$ cat src/rtl/ac_control.sv
// Accumulator control/decode: priority-decodes the instruction control bits into
// the AC source select and write enable, and owns the AC register plus a sticky illegal flag.
module ac_control #(
    parameter int WIDTH = 16
) (
    input  logic             clk,
    input  logic             rst,
    input  logic             jump,
    input  logic             jumpC,
    input  logic             sin,
    input  logic             InA,
    input  logic             twone,
    input  logic [WIDTH-1:0] alu_result,
    input  logic [WIDTH-1:0] in_data,
    output logic             saidaMux,
    output logic             saidaAc,
    output logic [WIDTH-1:0] ac_q,
    output logic             illegal
);

    logic             any_jump_s;
    logic             alu_op_s;
    logic             illegal_now_s;
    logic [WIDTH-1:0] ac_d;
    logic             illegal_d;
    logic             illegal_q;

    // Priority decode of the control bits; jumps win so they never disturb AC.
    always_comb begin
        any_jump_s = jump | jumpC;
        alu_op_s   = sin | twone;
        saidaMux   = 1'b0;
        saidaAc    = 1'b0;
        if (any_jump_s) begin
            saidaMux = 1'b0;
            saidaAc  = 1'b0;
        end else if (InA) begin
            saidaMux = 1'b1;
            saidaAc  = 1'b1;
        end else if (alu_op_s) begin
            saidaMux = 1'b0;
            saidaAc  = 1'b1;
        end else begin
            saidaMux = 1'b0;
            saidaAc  = 1'b0;
        end
    end

    // Mutually exclusive instruction classes asserted together; sin with twone is allowed.
    always_comb begin
        illegal_now_s = (jump & jumpC)
                      | ((jump | jumpC) & (sin | InA | twone))
                      | (InA & (sin | twone));
    end

    // Next-state for the accumulator and the sticky flag.
    always_comb begin
        ac_d      = ac_q;
        illegal_d = illegal_q;
        if (saidaAc) begin
            if (saidaMux) begin
                ac_d = in_data;
            end else begin
                ac_d = alu_result;
            end
        end else begin
            ac_d = ac_q;
        end
        if (illegal_now_s) begin
            illegal_d = 1'b1;
        end else begin
            illegal_d = illegal_q;
        end
    end

    // State registers; reset takes precedence over any load.
    always_ff @(posedge clk) begin
        if (rst) begin
            ac_q      <= {WIDTH{1'b0}};
            illegal_q <= 1'b0;
        end else begin
            ac_q      <= ac_d;
            illegal_q <= illegal_d;
        end
    end

    assign illegal = illegal_q;

endmodule

$ cat config.mk
export PLATFORM = sky130hd
export DESIGN_NAME = ac_control
export DESIGN_NICKNAME = d
export VERILOG_FILES = /design/src/rtl/ac_control.sv
export SDC_FILE = /design/constraint.sdc
export NUM_CORES = 1
export LEC_CHECK = 0
export BUFFER_PORTS_ARGS = -buffer_cell sky130_fd_sc_hd__buf_2
export CAP_MARGIN = 30
export CORE_MARGIN = 2
export CORE_UTILIZATION = 36
export DETAILED_ROUTE_END_ITERATION = 10
export PLACE_DENSITY_LB_ADDON = 0.05
export SLEW_MARGIN = 0
export SYNTH_ARGS = -nofsm -noshare
export SYNTH_HDL_FRONTEND = slang
export SYNTH_SLANG_ARGS = --single-unit
$ cat constraint.sdc
create_clock -name clk -period 1.5 [get_ports clk]
set_clock_uncertainty 0.2 [all_clocks]
set_input_delay 0.15 -clock clk [delete_from_list [all_inputs] [get_ports clk]]
set_output_delay 0.15 -clock clk [all_outputs]
set_load 0.03 [all_outputs]
==> results.toml, run 1 <==
[outcome]
outcome = "finished clean"

[power]
power.leakage_nw = 0.619
peakVddDrop_v = 0.000543
power_density_nw_per_um2 = 817
power.total_w = 0.00105

[flow_run]
max-cap-violations = 0

[finish]
finalNetCount = 189
finalNonFillerCells = 177
drive_above_1_share_pct = 50.3
diodes = 0
area_growth_pct = 51.6

[yosys]
ys_seq_elements = 17
ys_warn_count = 0
syn_nets = 121
yosysTopAreaCell = "dfxtp_1"
synthCells = 82
yosys.area.top_type_share_pct = 40.1
ys_seq_area_share_pct = 40.1
ys_types = 15
synth_area_um2 = 848
synthTopCellsByArea = "dfxtp_1 (40%), mux2i_1 (19%), a211oi_2 (13%)"
synth.avg_cell_area_um2 = 10.3

[floorplanning]
die_y_um = 52.5
io_pins = 58
start_util_pct = 38.3
die_area_um2 = 2760
coreArea_um2 = 2210
fp.dieW_um = 52.5
num_rows = 17

[global_route]
track_usage_pct = 16.8
grt_first_pass_wirelength_um = 3470
grt-ovfl-total = 0
antenna_found_initial = 0
grt_pass1_vias = 867
grt_max_degree = 18

[sta]
setup_viol = 0
rsz0062_at_grt = "no"
max_slew.worst_pin.slew_ns = 0.412
finalCritPeriodShare_pct = 97.4
hold-worst-slack_ns = 0.00721
fmax_ghz = 0.684
fin_crit_ns = 1.46
timing.final.ws_setup_ns = 0.0387
max_slew_margin_pct = 72.5
hold_viol = 0
slew_violations = 0

[worst_setup_path]
critical_path_arrival_ns = 1.11
crit_slowest_cell = "or3_1"
cp_common_cell = "buf_2"
cp-start-kind = "input pin"
cp.required_ns = 1.15
worstSetupStartpoint = "twone"
end_kind = "output port"
slowest_delay_ns = 0.39
crit_path_cell_trace = "buf_2 -> or3_1 -> and2_4 -> buf_2"
critPathTopFamily = "simple AND/OR/NAND/NOR gates"
r2r_cells = 2
cp_max_fo = 17
crit_path_end = "saidaAc"
crit_cells = 4
reg2reg_to = "illegal"
worst-r2r-setup-slack_ns = 0.49
critical_path_buf_inv_count = 2
r2r-start = "illegal"
worstSetupPathType = "input pin to output port"

[clock_network]
cts_buffer_depth = 2
clock-sinks = 17
cts_tree = "built"
cts_inserted_buffers = 3
postCtsSetupRepairBufs = 0
htreeDepth = 1
clkTransAtPathRegs_ns = 0.10
root_buffer = "clkbuf_4"
clock_insertion_delay_worst_skew_ns = 0.29

[detailed_routing]
wirelength_met1_um = 902
dr.max_layer_used = "met4"
drt_pass1_iterations = 2
wl_met2_um = 1060
wire_per_inst_um = 12.3
drc = 0
wl_met3_um = 186
wl_um = 2180
vias = 876
vias_per_cell = 4.95
ant_nets = 0
drt-initial-drc-count = 5

[place]
dp_hpwl_um = 1500
place.gp.congestion = 0.619
pre_cts_ws_ns = 0.0456
dp.cells = 162
numPortBuffers = 57

[hold_path]
worstHoldPathType = "input pin to register"
worst min path at each step:
stage | cells after the start | slack, ns | from | end
final | 3 | 0.007 | in_data[3] | ac_q[3]
after global routing | 3 | 0.02 | alu_result[11] | ac_q[11]
after CTS | 3 | 0.002 | in_data[3] | ac_q[3]
after detailed placement | 3 | 0.27 | jump | illegal
after global placement | 3 | 0.26 | jumpC | illegal
after floorplan | 2 | 0.12 | jump | illegal
per-stage QoR:
step	utilization [%]	setup TNS [ns]	cell area [um2]
final	58.1	0	1290
after global routing	58.1	0	1290
after CTS	58.1	0	1290
after detailed placement	51.9	0	1150
after global placement	51.9	0	1150
after floorplan	-	-0.0446	866
layout by cell type, fill, tap and decap left out, drive strengths merged:
cell type,synthesis,final
a211oi,16,16
mux2i,16,16
maj3,1,1
dlygate4sd3,0,11
buf,6,61
nor2,1,1
dfxtp,17,17
nor3,1,1
a21oi,16,16
nor4,2,2
and2,2,2
clkbuf,3,3
clkinv,0,1
or3,1,1
cell usage after synthesis:
cell and instances:
buf_1 1, clkbuf_1 3, nor4_1 2, nor2_1 1
a21oi_1 16, buf_6 2, and2_1 2, a211oi_1 7
nor3_1 1, mux2i_1 16, buf_2 3, a211oi_2 9
or3_1 1, maj3_1 1, dfxtp_1 17
flip-flops by register name (all words and copies together) (netlist names):
signal   flops
ac_q        16
illegal      1
tightest hold or removal path, cell delays in order:
cell	delay [ns]
buf_2	0.10
mux2i_1	0.12
a211oi_1	0.08
where the power goes:
| group | switching [W] | internal (W) | leakage, nW |
|---|---|---|---|
| Sequential | 0.0000149 | 0.000483 | 0.140 |
| Clock | 0.000144 | 0.0000991 | 0.0177 |
| Combinational | 0.000175 | 0.000136 | 0.461 |
metal layers:
metal	vias up	track usage, %
met5	-	0
met4	0	6.41
met3	4	3.43
met2	35	31.0
met1	393	18.6
li1	444	-
kinds of logic (layout without fill, tap and decap cells):
kind of cell | count (synthesis) | in the layout | share of synthesized area [%]
adders and majority gates | 1 | 1 | 1.18
buffers and inverters | 9 | 76 | 6.19
muxes | 16 | 16 | 18.9
DFF | 17 | 17 | 40.1
and+or+nand+nor | 7 | 7 | 4.72
AOI/OAI and AO/OA | 32 | 32 | 28.9
layout make-up:
class	count	area, um2
well taps	28	35.0
clock buffers	3	22.5
clock inverters	1	5.00
repair buffers	72	425
fillers	229	926
multi-input cells	56	458
flip-flops and latches	17	340
timing repair:
action                    in CTS  in global routing
hold endpoints to repair       6                  0
hold buffers                  11                  0
gates resized for setup        0                  0
Note: power is estimated with default switching activity, not from simulation.
==> run 2, diff against run 1 <==
- ABC_AREA: unset -> 1
- CORE_MARGIN: 2 -> unset
- CORE_UTILIZATION: 36 -> 39
==> run 2 against run 1 <==
  * The run now ends with design-rule violations left
  * Clock power barely moved
  * Worst hold slack barely moved
  * Synthesized cell count rose by 100%
  * Sequential share of layout area fell by 5.5 points
  * Die area rose by 1.2%
  * First-iteration DRC count rose to 2.6 times the previous value
  * Final area rose by 26%
  * Power rose by 5.0%
  * Count of clock-buffer cells in the layout rose by 1
  * Utilization rose by 8.1 points
  * Global-route usage rose by 3.2 points
==> results.toml, run 2 <==
[power]
power.leakage_nw = 0.966
power_density_nw_per_um2 = 679
power.total_w = 0.00110
peakVddDrop_v = 0.000536

[global_route]
antenna_found_initial = 0
track_usage_pct = 20.0
grt-ovfl-total = 0
grt_pass1_vias = 1031
grt_max_degree = 22
grt_first_pass_wirelength_um = 4080

[detailed_routing]
drt_pass1_iterations = 7
wl_um = 2690
wire_per_inst_um = 9.52
drt-initial-drc-count = 13
ant_nets = 0
vias = 1197
vias_per_cell = 4.24
drc = 1

[yosys]
ys_seq_elements = 17
synthArstFlopShare_pct = 0
synth_edf_count = 0
yosys.area.top_type_share_pct = 33.7
synthTopCellsByCount = "nand2_1 (48), inv_1 (37), a21oi_1 (18), dfxtp_1 (17), nor2_1 (17)"
yosysTopAreaCell = "dfxtp_1"
synth.avg_cell_area_um2 = 6.08
ys_types = 17
ys_warn_count = 0
ys.flop_type = "dfxtp_1"
yosys.cell_count.top_type = "nand2_1"
ys_seq_area_share_pct = 33.7
synth_area_um2 = 1010
syn_nets = 205
synthCells = 166
synthTopCellsByArea = "dfxtp_1 (34%), nand2_1 (18%), inv_1 (14%)"

[flow_run]
max-cap-violations = 0

[finish]
area_growth_pct = 61.2
layout_common_cells = "buf_2 (57), nand2_1 (48), inv_1 (37)"
final_util_pct = 66.2
top_register = "ac_q"
final_common_cell = "buf_2"
finalNetCount = 292
drive_above_1_share_pct = 29.4
diodes = 0
largest_register_ffs = 16

[sta]
setup_viol = 0
hold_viol = 0
setup_tns_ns = 0
rsz0062_at_grt = "no"
finalCritPeriodShare_pct = 93.2
max_slew.worst_pin.slew_ns = 0.500
timing.final.ws_setup_ns = 0.102
max_slew_margin_pct = 66.6
slew_violations = 0
fin_crit_ns = 1.40
fmax_ghz = 0.716

[outcome]
outcome = "finished with violations"
violations = "design-rule violations"

[clock_network]
cts_inserted_buffers = 3
cts_buffer_depth = 2
clkTransAtPathRegs_ns = 0.10
htreeDepth = 1
clock_insertion_delay_worst_skew_ns = 0.28
clock-sinks = 17
cts_tree = "built"
postCtsSetupRepairBufs = 0
root_buffer = "clkbuf_4"

[hold_path]
worstHoldPathType = "input pin to register"
whs_path_depth = 4
hold_path_end = "ac_q[13]"
holdCritStartpoint = "in_data[13]"

[floorplanning]
die_y_um = 52.9
num_rows = 18
fp.dieW_um = 52.9
coreArea_um2 = 2450
io_pins = 58
start_util_pct = 41.1
die_area_um2 = 2790

[worst_setup_path]
worstSetupPathType = "input pin to register"
end_kind = "register"
r2r_cells = 3
r2r-start = "illegal"
cp-start-kind = "input pin"
reg2reg_to = "illegal"
crit_path_cell_trace = "dlygate4sd3_1 -> buf_2 -> inv_1 -> nand2_1 -> nor2_1"
cp.required_ns = 1.53
crit_slowest_cell = "dlygate4sd3_1"
cp_max_fo = 16
worst-r2r-setup-slack_ns = 0.57
worstSetupStartpoint = "rst"
slowest_delay_ns = 0.55
critical_path_arrival_ns = 1.42

[place]
place.gp.congestion = 0.779
pre_cts_ws_ns = 0.116
numPortBuffers = 57
dp_hpwl_um = 1650
-- run 2: changes by cell type in the layout (fill, tap and decap cells not counted), moves of 9 or more --
cell,delta
a211oi_2,-9
dlygate4sd3_1,+18
inv_1,+37
mux2i_1,-16
nand2_1,+48
nor2_1,+16
or2_0,+9
-- run 2: where the power goes --
group	leakage [nW]	total, W	switching (W)	internal (W)
Clock	0.0150	0.000243	0.000140	0.000103
Sequential	0.140	0.000497	0.0000142	0.000483
Combinational	0.810	0.000364	0.000195	0.000169
Total	0.966	0.00110	0.000349	0.000755
-- run 2: worst max-delay path by stage --
stage	endpoint	depth (start not counted)	slack [ns]
after CTS	ac_q[8]	5	0.09
after global routing	ac_q[12]	5	0.01
after global placement	ac_q[13]	8	0.16
after floorplan	saidaAc	4	0.39
final	ac_q[0]	5	0.10
after detailed placement	ac_q[13]	8	0.12
-- run 2: stage by stage --
| stage | std cells | hold WS, ns | area [um2] |
|---|---|---|---|
| final | 282 | 0.00709 | 1630 |
| after global routing | 282 | 0.0132 | 1630 |
| after CTS | 282 | 0.00349 | 1630 |
| after detailed placement | 249 | 0.128 | 1310 |
| after global placement | 249 | 0.124 | 1310 |
| after floorplan | 166 | 0.0191 | 1010 |
-- run 2: cell families after synthesis --
group | after synthesis | synth area share [%]
compound gates | 20 | 10.2
buf+inv | 44 | 19.1
flops | 17 | 33.7
simple gates | 85 | 37.0
-- run 2: critical path, delay by kind of cell --
family	cells	cell delay (ns)
buffers and inverters	3	1.05
and+or+nand+nor	2	0.22
-- run 2: repair_timing --
action	4_1_cts	5_1_grt
hold endpoints to repair	17	0
resized for setup	0	0
hold buffers	29	0
-- run 2: per-layer routing --
layer  vias up  track usage [%]  wire, um
met3         6             4.31       134
met2        38             39.9      1360
met4         0             7.46        44
met5         -                0         0
li1        649                -         -
met1       504             19.6      1150
-- run 2: area by class of cell --
type | instances | area, um2
clock buffers | 4 | 26.3
fillers | 224 | 830
well taps | 30 | 37.5
inverters | 38 | 143
flip-flops and latches | 17 | 340
repair buffers | 88 | 603
multi-input cells | 105 | 475
==> run 3, diff against run 2 <==
- ABC_AREA: 1 -> unset
- CORE_UTILIZATION: 39 -> 36
==> run 3 against run 2 <==
  * The run now ends clean
  * Utilization decreased by 10 points
  * Worst hold slack got worse by 0.0038 ns
  * Clock power about the same
  * Cell count fell by 39%
  * Final area down 24%
  * Critical path depth fell by 1
  * Power shrank 5.5%
  * Count of clock-buffer cells in the layout is the same
  * Die area down 8.5%
  * Sequential power barely moved
  * Non-clock buffer count fell by 21
  * Critical path type is now input pin to output port
  * Critical endpoint is now saidaAc
==> results.toml, run 3 (synthesized netlist as in run 1, its figures left out) <==
[global_route]
track_usage_pct = 18.8
grt_max_degree = 19
grt_first_pass_wirelength_um = 3560
grt-ovfl-total = 0
antenna_found_initial = 0
grt_pass1_vias = 839

[clock_network]
htreeDepth = 1
cts_buffer_depth = 2
clock-sinks = 17
cts_resized = 0
clock_insertion_delay_worst_skew_ns = 0.28
clkTransAtPathRegs_ns = 0.10
cts_inserted_buffers = 3
cts_tree = "built"
root_buffer = "clkbuf_4"
postCtsSetupRepairBufs = 0

[sta]
slew_violations = 0
fmax_ghz = 0.688
finalCritPeriodShare_pct = 96.8
max_slew.worst_pin.slew_ns = 0.409
rsz0062_at_grt = "no"
hold_viol = 0
timing.final.ws_setup_ns = 0.0473
setup_viol = 0
fin_crit_ns = 1.45
max_slew_margin_pct = 72.7

[place]
pre_cts_ws_ns = 0.0464
numPortBuffers = 57
place.gp.congestion = 0.624

[finish]
top_register = "ac_q"
final_util_pct = 55.9
area_growth_pct = 45.9
num-fill-cells = 232
layout_common_cells = "buf_2 (57), dfxtp_1 (17), mux2i_1 (16), a21oi_1 (16), a211oi_2 (9)"
drive_above_1_share_pct = 50.7
diodes = 0
multi_input_area_um2 = 458
finalNetCount = 184
largest_register_ffs = 16
regArea_um2 = 340
final_common_cell = "buf_2"

[detailed_routing]
drt-initial-drc-count = 7
wire_per_inst_um = 12.7
drt_pass1_iterations = 4
vias_per_cell = 5.02
wl_um = 2180
drc = 0
vias = 864
ant_nets = 0

[floorplanning]
io_pins = 58
die_area_um2 = 2550
fp.dieW_um = 50.5
start_util_pct = 38.3
coreArea_um2 = 2210
num_rows = 17
die_y_um = 50.5

[power]
p_sw_w = 0.000330
power_density_nw_per_um2 = 843
p_clk_share_pct = 23.3
power.total_w = 0.00104
combinationalPowerShare_pct = 29.0
p_int_w = 0.000714
swShare_pct = 31.6
p_seq_share_pct = 47.8
power.leakage_nw = 0.595
peakVddDrop_v = 0.000569

[worst_setup_path]
critical_path_arrival_ns = 1.10
end_kind = "output port"
worstSetupPathType = "input pin to output port"
cp_common_cell = "buf_2"
cp-start-kind = "input pin"
cp_max_fo = 17
crit_path_cell_trace = "buf_2 -> or3_1 -> and2_4 -> buf_2"
crit_slowest_cell = "or3_1"
cp.required_ns = 1.15
slowest_delay_ns = 0.39

[outcome]
outcome = "finished clean"

[hold_path]
worstHoldPathType = "input pin to register"

[flow_run]
max-cap-violations = 0
run 3: cell types whose count changed in the layout (fill, tap and decap cells not counted), sizes merged, moves of 16 or more:
cell         change
dlygate4sd3     -22
mux2i           +16
a211oi          +16
or2             -16
inv             -38
nand2           -50
nor2            -17
run 3: timing repair:
| action | CTS | global route |
|---|---|---|
| hold buffers | 7 | 0 |
| endpoints found under the hold margin | 4 | 0 |
| endpoints found under the setup margin | 0 | 0 |
run 3: metrics by stage:
stage          hold slack [ns]  TNS, ns  area, um2  cells
2_1_floorplan            0.124  -0.0446        866     82
3_3_place_gp             0.258        0       1140    161
3_5_place_dp             0.269        0       1140    161
4_1_cts               0.000921        0       1240    172
5_1_grt                0.00620        0       1240    172
6_report               0.00331        0       1240    172
run 3: critical path, delay by kind of cell:
| family | cells | cell delay, ns |
|---|---|---|
| and+or+nand+nor | 2 | 0.65 |
| buffers and inverters | 2 | 0.30 |
run 3: power by group through the flow:
stage / Clock, W / Sequential [W] / Combinational [W]
2_1_floorplan: 0 / 0.000572 / 0.000134
3_3_place_gp: 0 / 0.000509 / 0.000284
3_5_place_dp: 0 / 0.000509 / 0.000289
4_1_cts: 0.000252 / 0.000499 / 0.000303
5_1_grt: 0.000269 / 0.000502 / 0.000328
6_report: 0.000243 / 0.000499 / 0.000302
run 3: final timing paths:
check,end,cells after the start,startpoint,slack [ns]
worst max-delay path,saidaAc,4,twone,0.05
worst min-delay path,ac_q[5],3,in_data[5],0.003
worst max register to register,illegal,2,illegal,0.42
worst min register to register,ac_q[5],2,ac_q[5],0.32
run 3: cell type report:
class                      instances  share of cell area, %
tap                               28                   2.83
timing repair buffer              67                   30.5
multi-input combinational         56                   37.0
sequential                        17                   27.5
clock buffer                       4                   2.12
run 3: per-layer routing:
| layer | part of all wire [%] | wire length, um | GRT usage [%] |
|---|---|---|---|
| met5 | 0 | 0 | 0 |
| met2 | 53 | 1150 | 35.8 |
| met1 | 41 | 891 | 19.1 |
| met4 | 0.64 | 14 | 8.33 |
| met3 | 5.7 | 124 | 4.55 |
